File: config.mk
export PLATFORM = sky130hd
export DESIGN_NAME = mod_counter_flat
export DESIGN_NICKNAME = d
export VERILOG_FILES = /design/src/rtl/mod_counter_if.sv /design/src/rtl/mod_counter.sv /design/src/flat_wrapper.sv
export SDC_FILE = /design/constraint.sdc
export NUM_CORES = 1
export LEC_CHECK = 0
export CORE_AREA = 2 2 39 41
export DETAILED_ROUTE_END_ITERATION = 10
export DIE_AREA = 0 0 41 43
export GPL_ROUTABILITY_DRIVEN = 0
export PLACE_DENSITY = 0.68
export SLEW_MARGIN = 20
export SYNTH_ARGS = -nofsm -noshare
export SYNTH_HDL_FRONTEND = slang
export SYNTH_SLANG_ARGS = --single-unit
File: constraint.sdc
create_clock -name clk -period 5.3 [get_ports clk]
set_clock_uncertainty 0.15 [all_clocks]
set_input_delay 1.325 -clock clk [delete_from_list [all_inputs] [get_ports clk]]
set_output_delay 1.325 -clock clk [all_outputs]
set_load 0.02 [all_outputs]
File: src/rtl/mod_counter_if.sv
// Control/status bundle for mod_counter: the driver owns the controls,
// the counter owns the count and status outputs.
interface mod_counter_if #(
    parameter int unsigned WIDTH = 4
);
    logic             en;
    logic             up;
    logic             clr;
    logic             load;
    logic [WIDTH-1:0] load_val;
    logic [WIDTH-1:0] count;
    logic             tc;
    logic             wrap;
    logic             ovf;
    logic             load_err;

    modport master (
        output en, up, clr, load, load_val,
        input  count, tc, wrap, ovf, load_err
    );

    modport slave (
        input  en, up, clr, load, load_val,
        output count, tc, wrap, ovf, load_err
    );
endinterface

File: src/rtl/mod_counter.sv
// Parametrised modulo-N up/down counter with clear/load, wrap or saturate
// at the ends, a cascade terminal count and registered wrap/overflow status.
module mod_counter #(
    parameter int unsigned     WIDTH    = 4,
    parameter longint unsigned MODULUS  = 16,
    parameter bit              SATURATE = 1'b0
) (
    input logic          clk,
    input logic          rst,
    mod_counter_if.slave bus
);

    if (WIDTH < 2 || WIDTH > 32) begin : g_bad_width
        $error("mod_counter: WIDTH %0d outside 2..32", WIDTH);
    end
    if (MODULUS < 2 || MODULUS > (64'd1 << WIDTH)) begin : g_bad_modulus
        $error("mod_counter: MODULUS %0d outside 2..2^WIDTH", MODULUS);
    end

    localparam logic [WIDTH-1:0] MAX_CNT = WIDTH'(MODULUS - 1);
    localparam logic [WIDTH-1:0] ONE     = WIDTH'(1);
    // One extra bit so MODULUS == 2^WIDTH is representable for the range check.
    localparam logic [WIDTH:0]   MOD_EXT = (WIDTH + 1)'(MODULUS);

    typedef enum logic [2:0] {
        OP_HOLD,
        OP_CLR,
        OP_LOAD,
        OP_INC,
        OP_DEC
    } op_e;

    op_e              op;
    logic [WIDTH-1:0] count_q, count_d;
    logic             wrap_q, wrap_d;
    logic             ovf_q, ovf_d;
    logic             lerr_q, lerr_d;
    logic             at_top, at_bot;
    logic             load_ok;

    assign at_top  = (count_q == MAX_CNT);
    assign at_bot  = (count_q == '0);
    assign load_ok = ({1'b0, bus.load_val} < MOD_EXT);

    always_comb begin
        op = OP_HOLD;
        if (bus.clr)
            op = OP_CLR;
        else if (bus.load)
            op = OP_LOAD;
        else if (bus.en)
            op = bus.up ? OP_INC : OP_DEC;
    end

    always_comb begin
        count_d = count_q;
        ovf_d   = ovf_q;
        wrap_d  = 1'b0;
        lerr_d  = 1'b0;
        case (op)
            OP_CLR: begin
                count_d = '0;
                ovf_d   = 1'b0;
            end
            OP_LOAD: begin
                if (load_ok) begin
                    count_d = bus.load_val;
                end else begin
                    count_d = MAX_CNT;
                    lerr_d  = 1'b1;
                end
            end
            OP_INC: begin
                if (!at_top) begin
                    count_d = count_q + ONE;
                end else begin
                    wrap_d  = 1'b1;
                    ovf_d   = 1'b1;
                    count_d = SATURATE ? count_q : '0;
                end
            end
            OP_DEC: begin
                if (!at_bot) begin
                    count_d = count_q - ONE;
                end else begin
                    wrap_d  = 1'b1;
                    ovf_d   = 1'b1;
                    count_d = SATURATE ? count_q : MAX_CNT;
                end
            end
            default: ;
        endcase
    end

    always_ff @(posedge clk or negedge rst) begin
        if (!rst) begin
            count_q <= '0;
            wrap_q  <= 1'b0;
            ovf_q   <= 1'b0;
            lerr_q  <= 1'b0;
        end else begin
            count_q <= count_d;
            wrap_q  <= wrap_d;
            ovf_q   <= ovf_d;
            lerr_q  <= lerr_d;
        end
    end

    // Combinational so a following stage sees the carry/borrow on the same edge.
    assign bus.tc       = bus.en & ((bus.up & at_top) | (~bus.up & at_bot));
    assign bus.count    = count_q;
    assign bus.wrap     = wrap_q;
    assign bus.ovf      = ovf_q;
    assign bus.load_err = lerr_q;

endmodule

File: src/flat_wrapper.sv
// flat-port wrapper written by rule: the top's interface ports become plain ports
module mod_counter_flat 
#(
    parameter int unsigned     WIDTH    = 4,
    parameter longint unsigned MODULUS  = 16,
    parameter bit              SATURATE = 1'b0
)
  (clk, rst, bus_en, bus_up, bus_clr, bus_load, bus_load_val, bus_count, bus_tc, bus_wrap, bus_ovf, bus_load_err);
  mod_counter_if #(.WIDTH(WIDTH)) bus_i ();
  input logic clk;
  input logic rst;
  input wire logic [$bits(bus_i.en)-1:0] bus_en;
  input wire logic [$bits(bus_i.up)-1:0] bus_up;
  input wire logic [$bits(bus_i.clr)-1:0] bus_clr;
  input wire logic [$bits(bus_i.load)-1:0] bus_load;
  input wire logic [$bits(bus_i.load_val)-1:0] bus_load_val;
  output wire logic [$bits(bus_i.count)-1:0] bus_count;
  output wire logic [$bits(bus_i.tc)-1:0] bus_tc;
  output wire logic [$bits(bus_i.wrap)-1:0] bus_wrap;
  output wire logic [$bits(bus_i.ovf)-1:0] bus_ovf;
  output wire logic [$bits(bus_i.load_err)-1:0] bus_load_err;
  assign bus_i.en = bus_en;
  assign bus_i.up = bus_up;
  assign bus_i.clr = bus_clr;
  assign bus_i.load = bus_load;
  assign bus_i.load_val = bus_load_val;
  assign bus_count = bus_i.count;
  assign bus_tc = bus_i.tc;
  assign bus_wrap = bus_i.wrap;
  assign bus_ovf = bus_i.ovf;
  assign bus_load_err = bus_i.load_err;
  mod_counter #(.WIDTH(WIDTH), .MODULUS(MODULUS), .SATURATE(SATURATE)) u_core (.clk(clk), .rst(rst), .bus(bus_i));
endmodule
==> results.yml <==
critical_path:
  arrival_ns: 3.10
  max_stage_delay_ns: 0.59
  cp_cell_sequence: "clkdlybuf4s50_1 -> nor4b_4 -> a41o_1 -> and2_1 -> clkdlybuf4s50_1"
  timing.setup.critical_path_class: "in -> out"
  critical_path.most_common_cell: "clkdlybuf4s50_1"
  cp_num_buf_inv: 2
  worst_path_max_fanout: 7
  cp.required_ns: 3.83
  cp-start-kind: "input pin"
  crit_slowest_cell: "clkdlybuf4s50_1"
  setup.worst_path.end_class: "output pin"
  cpLargestDelayFamily: "buffers and inverters"
global_routing:
  grt_util_all_layers_pct: 14.6
  number_of_global_route_vias_before_repair: 394
  grt_overflow: 0
  grt_start_max_net_pins: 11
  initial_antenna_violation_count: 0
  global_route_wire_length_before_repair_um: 1710
finish:
  num-fill-cells: 145
  syn_to_final_growth_pct: 33.2
  final_design_area_no_fill_um2: 657
  design.final.nets: 81
  diodes: 0
  register_area_um2: 150
  drive_above_1_share_pct: 8.96
  multi_input_comb_area_um2: 278
timing:
  rsz0062_at_grt: "false"
  fmax_mhz: 219
  ratio_of_final_minimum_period_to_clock_period_pct: 86.3
  totalNegativeSetupSlack_ns: 0
  hold_viol_final: 0
  period_minus_slack_ns: 4.57
  setup_violations: 0
  slew_violations: 0
yosys:
  synth.yosys.warnings: 0
  mappedNetlistArea_um2: 493
  synth_enable_flop_cells: 0
  synth_top_flop_cell: "dfrtp_1"
  syn-num-nets: 65
  synth-seq-area-share_pct: 30.5
  synth_cells: 53
  ys_seq_elements: 6
  synth.lib_cells_used.distinct: 30
  async_reset_ff_share_pct: 100
  synth_area_per_cell_um2: 9.30
clock_tree:
  post_cts_resized: 0
  cts.sinks: 6
  clk_transition_reported_paths_ns: 0.04
  clk-insertion-delay-late_ns: 0.24
  cts_made_buffers: 3
  cts_setup_buffers: 0
  htree_levels: 1
  cts-hold-fix-buffers: 0
  cts_tree: "yes"
  clock_path_buffers: 2
  cts.root.buffer_cell: "clkbuf_4"
floorplanning:
  row_cnt: 14
  dieArea_um2: 1760
  dieWidth_um: 41
  io-pin-count: 18
  dieHeight_um: 43
  initial_core_util_pct: 35.6
  core_area_um2: 1380
placement:
  dpl-instance-area_um2: 634
  io_buffers: 16
  detailed_place_hpwl_um: 828
routing:
  wire_per_inst_um: 12.7
  drt_iter0_markers: 6
  ant_nets: 0
  total_number_of_vias: 447
  finalWirelength_um: 1050
  post-route-drc-count: 0
  vias_per_cell: 5.39
  detailedRoute.firstPassIterationCount: 4
job:
  cap_violations: 0
power:
  leakage_dissipation_nw: 0.294
  p_per_area_nw_per_um2: 213
  power.ir.vdd_worst_uv: 164
worst_hold_path:
  timing.hold.worst.class: "reg -> reg"
outcome:
  status: "finished clean"
==> worst paths after layout <==
check | slack (ns) | depth (start not counted) | startpoint | end
hold / removal | 0.33 | 1 | u_core.bus.ovf$_DFFE_PN0P_ | u_core.bus.ovf$_DFFE_PN0P_
setup / recovery | 0.73 | 5 | bus_up | bus_tc
hold reg to reg | 0.33 | 1 | u_core.bus.ovf$_DFFE_PN0P_ | u_core.bus.ovf$_DFFE_PN0P_
setup reg to reg | 3.53 | 5 | u_core.bus.count[0]$_DFFE_PN0P_ | u_core.bus.count[0]$_DFFE_PN0P_
max in group asynchronous | 3.62 | 1 | rst | u_core.bus.count[0]$_DFFE_PN0P_
min in group asynchronous | 1.17 | 1 | rst | u_core.bus.count[2]$_DFFE_PN0P_
==> state kept, by name (all words and copies together) (netlist names) <==
| register | count |
|---|---|
| u_core.bus.count | 4 |
| u_core.bus.ovf | 1 |
| u_core.bus.wrap | 1 |
==> synth_stat cells, types with 2 or more instances <==
master / instances / area share (%)
nand2_1: 2 / 1.5
xnor2_1: 3 / 5.3
dfrtp_1: 6 / 30
and2_1: 2 / 2.5
buf_4: 3 / 4.6
nand3_1: 2 / 2.0
a22oi_1: 2 / 3.0
ha_1: 2 / 5.1
inv_1: 7 / 5.3
a21oi_1: 2 / 2.0
a21o_1: 3 / 4.6
==> cell usage in the layout, fill, tap and decap left out, drive strengths merged, types with 3 or more instances in the layout <==
cell type | Yosys | final
xnor2 | 3 | 3
inv | 7 | 7
clkbuf | 0 | 3
dfrtp | 6 | 6
clkdlybuf4s50 | 0 | 16
a21o | 3 | 3
==> per-layer routing <==
layer	global-route usage (%)	part of all wire (%)	wire [um]	up-vias
li1	-	-	-	218
met1	17.5	45	479	210
met2	22.8	49	511	19
met3	7.85	5.9	62	0
met4	2.00	0	0	0
met5	0	0	0	-
==> where the power goes <==
group          leakage (nW)  internal [mW]  switching, mW
logic                 0.201         0.0235         0.0201
clock network        0.0138         0.0255         0.0148
registers            0.0796         0.0489        0.00683
total                 0.294         0.0979         0.0418
==> per-stage QoR <==
step / hold WS, ns / setup WS (ns) / utilization, % / power (mW) / cells
2_1_floorplan: 0.448 / 1.77 / - / 0.0836 / 53
4_1_cts: 0.332 / 0.735 / 47.5 / 0.142 / 83
5_1_grt: 0.358 / 0.623 / 47.5 / 0.151 / 83
3_5_place_dp: 0.322 / 0.737 / 45.8 / 0.0999 / 80
6_report: 0.331 / 0.728 / 47.5 / 0.140 / 83
3_3_place_gp: 0.313 / 0.774 / 45.8 / 0.0996 / 80
==> cells by family (layout without fill, tap and decap cells) <==
kind of cell / Yosys count / in the layout / synth area share [%]
buffers and inverters: 12 / 26 / 13.2
other: 1 / 1 / 0.761
xor gates and xnor gates: 3 / 3 / 5.33
adders and majority gates: 2 / 2 / 5.08
and+or+nand+nor: 12 / 12 / 18.3
AOI/OAI and AO/OA: 17 / 17 / 26.9
DFF: 6 / 6 / 30.5
==> area by class of cell <==
| cell class | instances | area share, % |
|---|---|---|
| multi-input combinational | 35 | 42.3 |
| timing repair buffer | 16 | 24.4 |
| sequential | 6 | 22.9 |
| inverter | 7 | 4.00 |
| clock buffer | 3 | 3.43 |
| tap | 16 | 3.05 |
No activity file was read; power rests on OpenSTA's default activity.
